## src/rtl/rf_write_arbiter.sv

```systemverilog
// Register-file write-port arbiter: writeback has priority, multi-cycle results
// wait in a small FIFO and drain on idle WB cycles, with busy flags and a starvation hold.
module rf_write_arbiter #(
  parameter int DEPTH        = 2,
  parameter int STARVE_LIMIT = 4,
  parameter bit DROP_R0      = 1'b1
) (
  input  logic        clk,
  input  logic        rst,
  input  logic        wb_we,
  input  logic [4:0]  wb_rw,
  input  logic [31:0] wb_w,
  input  logic        mc_valid,
  input  logic [4:0]  mc_rw,
  input  logic [31:0] mc_w,
  output logic        mc_ready,
  input  logic [4:0]  q_ra,
  input  logic [4:0]  q_rb,
  output logic        busy_a,
  output logic        busy_b,
  output logic        wb_hold,
  output logic        rf_WE,
  output logic [4:0]  rf_rW,
  output logic [31:0] rf_w
);

  localparam int PW = (DEPTH > 1) ? $clog2(DEPTH) : 1;
  localparam int CW = $clog2(DEPTH + 1);
  localparam int SW = $clog2(STARVE_LIMIT + 1);
  localparam logic [CW-1:0] FULL_CNT   = CW'(DEPTH);
  localparam logic [SW-1:0] STARVE_MAX = SW'(STARVE_LIMIT);

  logic [4:0]       ent_rw [DEPTH];
  logic [31:0]      ent_w  [DEPTH];
  logic [DEPTH-1:0] ent_valid;
  logic [PW-1:0]    rd_ptr, wr_ptr;
  logic [CW-1:0]    count;
  logic [SW-1:0]    starve_cnt, starve_nxt;

  logic empty, full, push, pop, sel_we;
  logic [4:0] sel_rw;

  assign empty = (count == '0);
  assign full  = (count == FULL_CNT);

  // Handshake: an MC result transfers on a posedge where mc_valid && mc_ready;
  // mc_ready depends only on FIFO fullness (and reset), never on mc_valid, and
  // a pop in the same cycle does not free a slot for that cycle's push.
  assign mc_ready = !full && !rst;
  assign push     = mc_valid && mc_ready;
  assign pop      = !wb_we && !empty;

  // Write mux: WB first, then the FIFO head; r0 writes are suppressed but still pop.
  always_comb begin
    sel_we = 1'b0;
    sel_rw = '0;
    rf_w   = '0;
    if (wb_we) begin
      sel_we = 1'b1;
      sel_rw = wb_rw;
      rf_w   = wb_w;
    end else if (!empty) begin
      sel_we = 1'b1;
      sel_rw = ent_rw[rd_ptr];
      rf_w   = ent_w[rd_ptr];
    end
  end

  assign rf_rW = sel_rw;
  assign rf_WE = sel_we && !rst && !(DROP_R0 && (sel_rw == 5'd0));

  // Busy covers every queued entry, including a head that is draining this cycle.
  always_comb begin
    busy_a = 1'b0;
    busy_b = 1'b0;
    for (int i = 0; i < DEPTH; i++) begin
      if (ent_valid[i] && (ent_rw[i] == q_ra)) busy_a = 1'b1;
      if (ent_valid[i] && (ent_rw[i] == q_rb)) busy_b = 1'b1;
    end
    if (DROP_R0 && (q_ra == 5'd0)) busy_a = 1'b0;
    if (DROP_R0 && (q_rb == 5'd0)) busy_b = 1'b0;
  end

  always_comb begin
    starve_nxt = starve_cnt;
    if (pop || empty)
      starve_nxt = '0;
    else if (wb_we && (starve_cnt != STARVE_MAX))
      starve_nxt = starve_cnt + SW'(1);
  end

  always_ff @(posedge clk or posedge rst) begin
    if (rst) begin
      rd_ptr     <= '0;
      wr_ptr     <= '0;
      count      <= '0;
      ent_valid  <= '0;
      starve_cnt <= '0;
      wb_hold    <= 1'b0;
    end else begin
      if (pop) begin
        ent_valid[rd_ptr] <= 1'b0;
        rd_ptr            <= rd_ptr + PW'(1);
      end
      if (push) begin
        ent_valid[wr_ptr] <= 1'b1;
        wr_ptr            <= wr_ptr + PW'(1);
      end
      if (push && !pop)
        count <= count + CW'(1);
      else if (pop && !push)
        count <= count - CW'(1);
      starve_cnt <= starve_nxt;
      wb_hold    <= (starve_nxt == STARVE_MAX);
    end
  end

  // Payload storage needs no reset; validity is tracked by ent_valid/count.
  always_ff @(posedge clk) begin
    if (push) begin
      ent_rw[wr_ptr] <= mc_rw;
      ent_w[wr_ptr]  <= mc_w;
    end
  end

endmodule

```

## config.mk

```make
export PLATFORM = sky130hd
export DESIGN_NAME = rf_write_arbiter
export DESIGN_NICKNAME = d
export VERILOG_FILES = /design/src/rtl/rf_write_arbiter.sv
export SDC_FILE = /design/constraint.sdc
export NUM_CORES = 1
export LEC_CHECK = 0
export ABC_AREA = 1
export CAP_MARGIN = 20
export CORE_ASPECT_RATIO = 2
export CORE_MARGIN = 8
export CORE_UTILIZATION = 41
export DETAILED_ROUTE_END_ITERATION = 16
export PLACE_DENSITY = 0.86
export SLEW_MARGIN = 40
export SYNTH_ARGS = -nofsm -noshare
export SYNTH_HDL_FRONTEND = slang
export SYNTH_SLANG_ARGS = --single-unit
```

## constraint.sdc

```tcl
create_clock -name clk -period 2.91 [get_ports clk]
set_clock_uncertainty 0.2 [all_clocks]
set_input_delay 0.291 -clock clk [delete_from_list [all_inputs] [get_ports clk]]
set_output_delay 0.291 -clock clk [all_outputs]
set_load 0.005 [all_outputs]
```

# ---- Word-level counts from Yosys, hierarchy flattened
# Memories as Yosys holds them, arrays and structs flattened.
# Cells that the tools add are included.
dict set report totals {
  inputBits 88
  ramBits 74
  mem_count 2
  regBits 10
  romBits 0
  output_inout_bits 42
  latchBits 0
  word_cells 78
}
dict set report op_classes {
  div 0
  shifts 0
  bitwise 3
  mul 0
  order_cmp 4
  eq_ne 7
  n_reduce_logical 27
  n_mux 24
  add_sub_neg 5
}
# name depth word_bits read_ports rd_ports_with_merged_regs write_ports line
set memory_table {}
lappend memory_table {ent_w 2 32 1 0 1 34} ;# logic [31:0] ent_w [DEPTH];
lappend memory_table {ent_rw 2 5 3 0 1 33} ;# logic [4:0] ent_rw [DEPTH];
# operator count
set op_table {}
lappend op_table {{$mux W32} 2}
lappend op_table {{$eq A5 B5 Y1} 4}
lappend op_table {{$logic_not A5 Y1} 3}
lappend op_table {{$logic_and A1 B1 Y1} 14}
lappend op_table {{$mux W1} 12}
lappend op_table {{$mux W5} 2}
lappend op_table {{$mux W2} 4}
lappend op_table {{$logic_not A1 Y1} 7}
lappend op_table {{$mux W3} 2}
lappend op_table {{$lt A1 B2 Y1 const B} 2}
lappend op_table {{$add A3 B1 Y3 const B} 1}
lappend op_table {{$eq A3 B3 Y1 const B} 1}
lappend op_table {{$ne A3 B3 Y1 const B} 1}
lappend op_table {{$add A1 B1 Y1 const B} 2}
lappend op_table {{$add A2 B1 Y2 const B} 1}
lappend op_table {{$and A2 B2 Y2} 1}
lappend op_table {{$demux W1 S1} 2}
lappend op_table {{$eq A2 B2 Y1 const B} 1}
lappend op_table {{$ge A1 B1 Y1 const B} 2}
lappend op_table {{$logic_not A2 Y1} 1}
lappend op_table {{$not A2 Y2} 1}
lappend op_table {{$or A2 B2 Y2} 1}
lappend op_table {{$reduce_bool A2 Y1} 1}
lappend op_table {{$sub A2 B1 Y2 const B} 1}
lappend op_table {{$logic_or A1 B1 Y1} 1}

# ---- Depth between registers and ports, before layout
# Gate-level depths: netlist (run 1).
dict set report logic_depth {
  ltp_word 9
  ltp_mapped 10
  depth_no_buf 9
}

# ---- Worst setup path after synthesis (run 1)
# Ideal clock, no wire load.
dict set report synth_timing {
  path_kind {reg2reg}
  from {register count[0]}
  to {memory ent_rw[0][0] (enable)}
  required_time_ns 2.279
  synth_period_minus_slack_ns 3.038
  n_path_buf 0
  stages_incl_launch_ff 5
  arrival_ns 2.407
  slack_ns -0.128
  setup_ns 0.431
  cell_sequence {dfrtp_1 > inv_1 > a21oi_1 > nand2_1 > nor2_1}
}
dict set report synth_via {
  elab_chain_len 6
}
# element line
set synth_lines {}
lappend synth_lines {{from (decl)} 37} ;# logic [CW-1:0] count;
lappend synth_lines {{from (signal assigned)} 110} ;# count <= count + CW'(1);
lappend synth_lines {{from (signal assigned)} 112} ;# count <= count - CW'(1);
lappend synth_lines {{$eq A2 B2 Y1} 44} ;# assign full = (count == FULL_CNT);
lappend synth_lines {{$logic_not A1 Y1} 49} ;# assign mc_ready = !full && !rst;
lappend synth_lines {{$logic_and A1 B1 Y1} 49}
lappend synth_lines {{via mc_ready} 16} ;# output logic mc_ready,
lappend synth_lines {{$logic_and A1 B1 Y1} 50} ;# assign push = mc_valid && mc_ready;
lappend synth_lines {{$mux W1} 120} ;# if (push) begin
lappend synth_lines {{$mux W1 (implied by the code)} 121} ;# ent_rw[wr_ptr] <= mc_rw;
lappend synth_lines {{to (decl)} 33}
# The timed path passes the listed nets, and every way through them passes these cells.

# ---- Worst setup path after layout (run 1)
dict set report layout_timing {
  from {input wb_we}
  to {output rf_w[18]}
}
dict set report layout_via {
  elab_chain_len 1
}
# element line
set layout_lines {}
lappend layout_lines {{from (decl)} 10} ;# input logic wb_we,
lappend layout_lines {{$mux W32} 58} ;# if (wb_we) begin
lappend layout_lines {{to (decl)} 24} ;# output logic [31:0] rf_w
# Every way passes these cells.

==> impl_metrics.json, run 1 <==
{
  "utilization_pct": 60.9,
  "p_per_area_nw_per_um2": 727,
  "max_freq_mhz": 373,
  "end_kind": "output port",
  "max-cap-violations": 0,
  "syn-instance-count": 383,
  "dp.final_hpwl_mm": 7.93,
  "ir_drop_mv": 0.484,
  "num_rows": 50,
  "leakage_nw": 2.23,
  "crit_start": "wb_we",
  "ant_nets": 0,
  "gp_congestion": 0.897,
  "final_area_um2": 5600,
  "grt.met2_usage_pct": 25.3,
  "drv_slew": 0,
  "finalSetupViolations": 0,
  "hold_buffers": 0,
  "route.final.wire_length_mm": 10.5,
  "grt_pass1_vias": 3376,
  "cts_tree": "done",
  "cp_data_required_time_ns": 2.42,
  "num_vias": 3171,
  "initial_core_util_pct": 41.4,
  "power_switching_mw": 1.18,
  "tightest_slew_ns": 0.399,
  "pin_count": 130,
  "syn_area_um2": 3800,
  "numCtsBuffers": 9,
  "crit_type": "in2out",
  "pwr-share-comb_pct": 30.6,
  "grt_max_degree": 38,
  "first_iter_violations": 243,
  "die_w_um": 84.1,
  "crit_fanout": 24,
  "yosysWarnings": 0,
  "grt_use_total_pct": 16.6,
  "syn_nets": 474,
  "mostFrequentLayoutCells": "142 x nand2_1, 129 x clkdlybuf4s50_1, 74 x edfxtp_1, 38 x nand3_1, 30 x inv_1",
  "port_buffers": 129,
  "drt_first_pass_iters": 4,
  "seqPwrFrac_pct": 39.8,
  "synth.distinct_cells": 25,
  "area_growth_pct": 47.3,
  "nets": 610,
  "crit_arrival_ns": 2.19,
  "die_h_um": 152,
  "p_total_mw": 4.07,
  "grtUsageMet3_pct": 8.99,
  "seq_area_frac_synth_pct": 65.0,
  "switching_share_pct": 29.1,
  "final_layout_size_suffix_gt1_share_pct": 6.11,
  "dieArea_um2": 12800,
  "slew-limit-headroom_pct": 73.4,
  "final_common_cell": "nand2_1",
  "antennaDiodeCount": 0,
  "p_int_mw": 2.89,
  "grt_busiest_layer": "met2",
  "rsz0062_at_grt": "false",
  "grt_pass1_wl_mm": 17.1,
  "dpl_cell_area_um2": 5290,
  "clkPwrFrac_pct": 29.6,
  "wl_per_cell_um": 16.7,
  "fin_setup_tns_ns": 0,
  "r2r-start": "count[0]$_DFFE_PP0P_",
  "hold_viol_final": 0,
  "core_area_um2": 9200,
  "cts_resized": 0,
  "cts_sinks": 84,
  "finalCriticalPeriod_ns": 2.68,
  "start_kind": "primary input",
  "clockBufferDepth": 2,
  "holdWs_ns": 0.140,
  "pre_cts_ws_ns": 0.225,
  "grt_antenna_before_repair": 0,
  "synth.avg_cell_area_um2": 9.93,
  "timing.final.crit_share_pct": 92.2,
  "vias_per_cell": 5.05,
  "hp-class": "in2async",
  "clockRootBuffer": "clkbuf_16",
  "status": "finished clean",
  "drc": 0,
  "cts_setup_buffers": 0,
  "clk_pin_slew_ns": 0.06,
  "use_met1_pct": 19.3,
  "htree_levels": 3,
  "clk_latency_ns": 0.33,
  "synth-seq-cells": 84,
  "placed_cells": 612,
  "grt-ovfl-total": 0,
  "final_cells": 628,
  "postLayoutSetupSlackWorst_ns": 0.226
}
## power by group through the flow
stage / clock network, mW / logic (mW) / registers (mW)
floorplan: 0 / 0.587 / 1.60
global placement: 0 / 1.22 / 1.64
detailed placement: 0 / 1.25 / 1.64
CTS: 1.22 / 1.26 / 1.62
global route: 1.28 / 1.38 / 1.64
finish: 1.21 / 1.24 / 1.62
## state kept, by name (all words and copies together), names as in the netlist
signal and flops:
count 2, ent_rw 10, ent_valid 2, ent_w 64, rd_ptr 1, starve_cnt 3, wb_hold 1, wr_ptr 1
## routing by layer
layer | up-vias | part of all wire (%)
li1 | 1539 | -
met1 | 1456 | 39
met2 | 166 | 46
met3 | 10 | 14
met4 | 0 | 1.2
met5 | - | 0
## path summary, 6_finish.rpt
kind | slack (ns) | to | cells past startpoint
worst max register to register | 0.87 | count[1]$_DFFE_PP0P_ | 8
max in group asynchronous | 2.09 | starve_cnt[2]$_DFF_PP0_ | 2
worst min-delay path | 0.14 | starve_cnt[0]$_DFF_PP0_ | 2
min in group clk | 0.33 | ent_w[1][20]$_DFFE_PP_ | 1
worst max-delay path | 0.23 | rf_w[18] | 8
worst min register to register | 0.35 | count[0]$_DFFE_PP0P_ | 1
## cell type report
| class | count | area (µm²) |
|---|---|---|
| fillers | 742 | 3590 |
| multi-input cells | 255 | 1160 |
| inverters | 33 | 124 |
| clock inverters | 6 | 87.6 |
| repair buffers | 136 | 1390 |
| well taps | 104 | 130 |
| clock buffers | 10 | 229 |
| flip-flops and latches | 84 | 2470 |
## cells in the mapped netlist (all sizes together)
library cell	count	area, µm²
nand2	143	539
edfxtp	74	2220
nand3	38	190
inv	33	124
nor2	32	146
buf	11	57.6
o21ai	11	55.1
dfrtp	10	250
nor3	9	50.1
a21oi	8	40.0
xor2	4	35.0
ha	3	37.5
o22ai	2	12.5
xnor2	2	17.5
a21boi	1	7.51
a31oi	1	12.5
nand4	1	6.26
## critical path: stages
cell and delay [ns]:
clkdlybuf4s50_1 0.53, nor2_8 0.20, nand2_2 0.09, inv_2 0.17
buf_12 0.19, nand2_1 0.06, nand3_1 0.10, clkdlybuf4s50_1 0.55
## logic make-up after synthesis
| group | count (synthesis) | share of synthesized area [%] |
|---|---|---|
| AOI/OAI and AO/OA | 23 | 3.36 |
| xor gates and xnor gates | 6 | 1.38 |
| adders and majority gates | 3 | 0.987 |
| buffers and inverters | 44 | 4.77 |
| DFF | 84 | 65.0 |
| and+or+nand+nor | 223 | 24.5 |
(Power assumes the default switching activity.)
==> run 2, diff against run 1 <==
Settings changed: CAP_MARGIN 20 to not set, CORE_UTILIZATION 41 to 30, PLACE_DENSITY 0.86 to 0.69, RECOVER_POWER set to 25.
==> run 2 against run 1 <==
  * Worst setup slack lost 0.021 ns
  * Count of clock-buffer cells in the layout shrank 1
  * Utilization shrank 16 points
  * First-iteration DRC count shrank 51%
  * Fmax shrank 0.77%
  * Largest cell class unchanged
  * Highest routed layer unchanged
==> impl_metrics.json, run 2 (synthesized netlist as in run 1, its figures left out) <==
{
  "hp-class": "in2async",
  "final_common_cell": "nand2_1",
  "fill_cells": 1209,
  "grt-ovfl-total": 0,
  "utilization_pct": 44.8,
  "crit_slowest_cell": "dfrtp_1",
  "drt-met1-wl_mm": 3.63,
  "top_register": "ent_w",
  "ant_nets": 0,
  "die_w_um": 95.6,
  "end_kind": "output port",
  "area_growth_pct": 47.0,
  "timing.final.crit_share_pct": 92.9,
  "vias_per_cell": 4.60,
  "dieArea_um2": 16800,
  "pin_count": 130,
  "drv_slew": 0,
  "crit_fanout": 10,
  "p_per_area_nw_per_um2": 691,
  "dp.final_hpwl_mm": 8.71,
  "p_total_mw": 3.87,
  "power_switching_mw": 1.17,
  "switching_share_pct": 30.3,
  "rsz0062_at_grt": "false",
  "routed-wl-met3_um": 562,
  "num_vias": 3108,
  "clockRootBuffer": "clkbuf_16",
  "finalCriticalPeriod_ns": 2.70,
  "cts_setup_buffers": 0,
  "mostFrequentLayoutCells": "142 x nand2_1, 101 x clkdlybuf4s50_1, 74 x edfxtp_1, 38 x nand3_1, 30 x inv_1",
  "finalSetupViolations": 0,
  "wl_met2_mm": 6.59,
  "gp_congestion": 0.859,
  "clockBufferDepth": 2,
  "cts_tree": "done",
  "leakage_nw": 2.21,
  "ir_drop_mv": 0.408,
  "grt_antenna_before_repair": 2,
  "largest_reg_flops": 64,
  "core_area_um2": 12500,
  "numCtsBuffers": 9,
  "top_regs": "ent_w (64), ent_rw (10), starve_cnt (3)",
  "drt_first_pass_iters": 4,
  "status": "finished clean",
  "max_freq_mhz": 370,
  "start_kind": "flop",
  "port_buffers": 129,
  "htree_levels": 3,
  "final_layout_size_suffix_gt1_share_pct": 6.30,
  "nets": 610,
  "cp_data_required_time_ns": 2.42,
  "clk_pin_slew_ns": 0.06,
  "num_rows": 58,
  "grt_max_degree": 26,
  "hold_buffers": 0,
  "hold_viol_final": 0,
  "fin_setup_tns_ns": 0,
  "clk_latency_ns": 0.33,
  "die_h_um": 175,
  "p_int_mw": 2.69,
  "route.final.wire_length_mm": 11.1,
  "crit_type": "reg2out",
  "critical_path.most_common_cell": "nand2_1",
  "initial_core_util_pct": 30.5,
  "slowest_delay_ns": 0.51,
  "cp_cell_sequence": "inv_1, nand2_1, nand2_1, nand2_1, nand2_1, nor2_1, nand3_1, nand2_1, inv_1, clkdlybuf4s50_1",
  "routed.top_layer": "met4",
  "pwr-share-comb_pct": 31.2,
  "grt_use_total_pct": 13.7,
  "max-cap-violations": 0,
  "cts_resized": 0,
  "cts_sinks": 84,
  "grt_pass1_vias": 3525,
  "seqPwrFrac_pct": 42.0,
  "holdWs_ns": 0.110,
  "slew-limit-headroom_pct": 73.4,
  "wl_per_cell_um": 16.3,
  "first_iter_violations": 118,
  "tightest_slew_ns": 0.399,
  "crit_arrival_ns": 2.21,
  "drc": 0,
  "clkPwrFrac_pct": 26.7,
  "grt_pass1_wl_mm": 17.5
}
## run 2: per-layer routing
layer / GRT usage, % / vias up
met1: 12.6 / 1458
met4: 6.91 / 0
li1: - / 1542
met2: 26.5 / 90
met5: 0 / -
met3: 2.88 / 18
## run 2: final cells by class
type,instances,area (µm²),share of cell area (%)
Antenna cell,2,5.00,0.0895
Tap cell,150,188,3.36
Clock inverter,7,50.0,0.895
Sequential cell,84,2470,44.2
Inverter,33,124,2.21
Timing Repair Buffer,136,1360,24.4
Multi-Input combinational cell,255,1160,20.8
Clock buffer,9,225,4.03
## run 2: path summary, 6_finish.rpt
path                       depth (start not counted)  slack (ns)                endpoint                 start
setup / recovery                                  10        0.21                   rf_WE    rd_ptr$_DFFE_PP0N_
hold / removal                                     2        0.11    count[0]$_DFFE_PP0P_                   rst
setup reg to reg                                   5        0.92  ent_w[0][12]$_DFFE_PP_  count[0]$_DFFE_PP0P_
hold reg to reg                                    1        0.36    count[0]$_DFFE_PP0P_  count[0]$_DFFE_PP0P_
max in group asynchronous                          2        2.11  ent_valid[0]$_DFF_PP0_                   rst
min in group clk                                   1        0.35   ent_w[0][0]$_DFFE_PP_               mc_w[0]
## run 2: through the flow
step / instances / setup WS, ns / cell area [µm²]
global route: 676 / 0.0594 / 5590
floorplan: 383 / -0.128 / 3800
detailed placement: 658 / 0.461 / 5310
finish: 676 / 0.206 / 5590
global placement: 658 / 0.462 / 5310
CTS: 674 / 0.123 / 5590
## run 2: worst max-delay path: cells and delay by family, from the launching register on
family,cells,cell delay (ns)
simple gates,7,0.74
buf+inv,3,0.63
flops,1,0.51
## run 2: power groups by stage
stage | Sequential [mW] | Clock (mW) | Combinational, mW
final | 1.62 | 1.03 | 1.21
after global routing | 1.64 | 1.13 | 1.34
after CTS | 1.63 | 1.07 | 1.25
after detailed placement | 1.65 | 0 | 1.24
after global placement | 1.64 | 0 | 1.22
after floorplan | 1.60 | 0 | 0.587
==> run 3, diff against run 2 <==
Settings changed: ABC_AREA 1 to not set.
==> run 3 against run 2 <==
  * Combinational power is essentially flat
  * Largest power group unchanged
  * Die area shrank 0.51%
  * Synthesized cell count shrank 25%
  * Worst setup slack lost 0.014 ns
  * First-iteration DRC count shrank 16%
  * Utilization is essentially flat
  * Sequential power grew 5%
  * Total power grew 2.4%
  * Largest cell class unchanged
  * Clock power is essentially flat
  * Critical endpoint unchanged
  * Global-route usage shrank 1.9 points
  * Hold slack gained 0.038 ns
==> impl_metrics.json, run 3 <==
{
  "status": "finished clean",
  "grt-ovfl-total": 0,
  "grt_pass1_vias": 2923,
  "synth.avg_cell_area_um2": 13.2,
  "p_per_area_nw_per_um2": 712,
  "synthTopCellsByArea": "edfxtp_1 59%, mux2i_1 10%, dfrtp_1 6.6%",
  "leakage_nw": 2.06,
  "synth_edf_count": 74,
  "route.final.wire_length_mm": 9.82,
  "dp.final_hpwl_mm": 7.25,
  "clk_pin_slew_ns": 0.06,
  "cts_sinks": 84,
  "top_register": "ent_w",
  "end_kind": "output port",
  "grt_use_total_pct": 11.8,
  "pwr-share-comb_pct": 31.4,
  "mostFrequentLayoutCells": "102 x clkdlybuf4s50_1, 74 x edfxtp_1, 41 x nand2_1, 38 x mux2i_1, 28 x o21ai_0",
  "wl_per_cell_um": 17.0,
  "final_layout_size_suffix_gt1_share_pct": 7.26,
  "ant_nets": 0,
  "switching_share_pct": 29.9,
  "hold_viol_final": 0,
  "drt_first_pass_iters": 4,
  "grt_max_degree": 26,
  "yosysWarnings": 0,
  "cp_cell_sequence": "clkdlybuf4s50_1, buf_4, buf_4, nor3_1, a211oi_2, clkdlybuf4s50_1",
  "synth_ff_type": "edfxtp_1",
  "grt_pass1_wl_mm": 15.0,
  "rsz0062_at_grt": "false",
  "crit_type": "in2out",
  "synth_area_leader_cell": "edfxtp_1",
  "crit_arrival_ns": 2.23,
  "ir_drop_mv": 0.433,
  "syn_area_um2": 3780,
  "area_growth_pct": 47.0,
  "num_rows": 58,
  "power_switching_mw": 1.18,
  "fin_setup_tns_ns": 0,
  "synth-seq-cells": 84,
  "dpl_cell_area_um2": 5270,
  "pin_count": 130,
  "slowest_delay_ns": 0.54,
  "synthMostInstantiatedCell": "edfxtp_1",
  "holdWs_ns": 0.147,
  "fill_cells": 1117,
  "seq_area_frac_synth_pct": 65.4,
  "core_area_um2": 12400,
  "clockRootBuffer": "clkbuf_16",
  "crit_fanout": 23,
  "reg2reg_to": "ent_rw[0][2]$_DFFE_PP_",
  "r2r-start": "count[0]$_DFFE_PP0P_",
  "drc": 0,
  "start_kind": "primary input",
  "clockBufferDepth": 2,
  "initial_core_util_pct": 30.5,
  "synthDominantCellAreaShare_pct": 58.8,
  "final_area_um2": 5560,
  "numCtsBuffers": 9,
  "syn_nets": 377,
  "multi_input_area_um2": 1230,
  "synth.distinct_cells": 27,
  "hp-class": "in2async",
  "tightest_slew_ns": 0.512,
  "rr_worst_depth": 5,
  "largest_reg_flops": 64,
  "r2r_slack_ns": 0.89,
  "vias_per_cell": 4.61,
  "async_flop_share_pct": 11.9,
  "synth_commonest_cells": "74 x edfxtp_1, 41 x nand2_1, 38 x mux2i_1, 28 x o21ai_0, 18 x xor2_1",
  "die_w_um": 95.4,
  "nets": 513,
  "crit_slowest_cell": "clkdlybuf4s50_1",
  "finalCriticalPeriod_ns": 2.72,
  "max_freq_mhz": 368,
  "clkPwrFrac_pct": 25.7,
  "final_common_cell": "clkdlybuf4s50_1",
  "syn-instance-count": 286,
  "p_int_mw": 2.78,
  "htree_levels": 3,
  "cts_tree": "done",
  "first_iter_violations": 99,
  "clk_latency_ns": 0.33,
  "timing.final.crit_share_pct": 93.4,
  "die_h_um": 175,
  "max-cap-violations": 0,
  "num_vias": 2667,
  "slew-limit-headroom_pct": 65.8,
  "gp_congestion": 0.815,
  "port_buffers": 129,
  "ff_latch_area_um2": 2480,
  "drv_slew": 0,
  "finalSetupViolations": 0,
  "seqPwrFrac_pct": 42.9,
  "hold_buffers": 0,
  "grt_antenna_before_repair": 1,
  "dieArea_um2": 16700,
  "top_regs": "ent_w (64), ent_rw (10), starve_cnt (3)",
  "cp_data_required_time_ns": 2.42
}
[run 3: kinds of logic (layout without fill, tap and decap cells)]
logic type                 Yosys count  count (layout)  synth area share (%)
buffers and inverters               19             159                  2.68
and+or+nand+nor                     68              68                  7.68
adders and majority gates            3               3                 0.993
muxes                               39              39                  10.4
DFF                                 84              84                  65.4
AOI/OAI and AO/OA                   47              48                  6.88
xor gates and xnor gates            26              26                  6.02
other                                0               2                     0
[run 3: cell type report]
| type | instances | share of cell area (%) |
|---|---|---|
| multi-input combinational | 184 | 22.2 |
| clock inverter | 7 | 0.788 |
| inverter | 6 | 0.405 |
| clock buffer | 9 | 4.05 |
| antenna | 2 | 0.0900 |
| tap | 150 | 3.38 |
| timing repair buffer | 137 | 24.5 |
| sequential | 84 | 44.5 |
[run 3: worst max-delay path by stage]
stage                                    start                endpoint  slack [ns]  cells past startpoint
after floorplan           count[0]$_DFFE_PP0P_  ent_rw[0][0]$_DFFE_PP_        0.47                      4
after global placement                   wb_we                   rf_WE        0.29                      6
after CTS                 count[0]$_DFFE_PP0P_                   rf_WE        0.04                      5
after detailed placement                 wb_we                   rf_WE        0.27                      6
after global routing        rd_ptr$_DFFE_PP0N_                rf_w[10]         0.1                      4
final                                    wb_we                   rf_WE        0.19                      6
[run 3: power groups by stage]
stage	logic, mW	clock network, mW	registers [mW]
6_report	1.24	1.02	1.70
3_5_place_dp	1.26	0	1.72
2_1_floorplan	0.736	0	1.62
4_1_cts	1.27	1.04	1.70
3_3_place_gp	1.26	0	1.71
5_1_grt	1.37	1.08	1.73
[run 3: worst max-delay path: cells and delay by family]
family,cells,cell delay [ns]
buf+inv,4,1.62
compound gates,1,0.22
simple gates,1,0.09
[run 3: what timing repair did]
action                                 4_1_cts  5_1_grt
setup endpoints to repair                    2        1
endpoints found under the hold margin        0        0
setup buffers                                0        0
gates resized for setup                      1        0
pin swaps                                    0        1
gates cloned                                 0        1
[run 3: layer usage]
metal / track usage [%] / vias to the layer above / part of all wire, %
met3: 5.55 / 10 / 12
met4: 4.33 / 0 / 1.3
met5: 0 / - / 0
met1: 14.0 / 1216 / 41
met2: 18.1 / 128 / 45
li1: - / 1313 / -
[run 3: metrics by stage]
step	setup slack (ns)	instances	utilization, %	total power, mW
4_1_cts	0.0377	576	44.7	4.01
3_5_place_dp	0.275	560	42.5	2.98
5_1_grt	0.0982	578	44.8	4.17
6_report	0.192	579	44.8	3.96
3_3_place_gp	0.294	560	42.5	2.97
2_1_floorplan	0.473	286	-	2.36
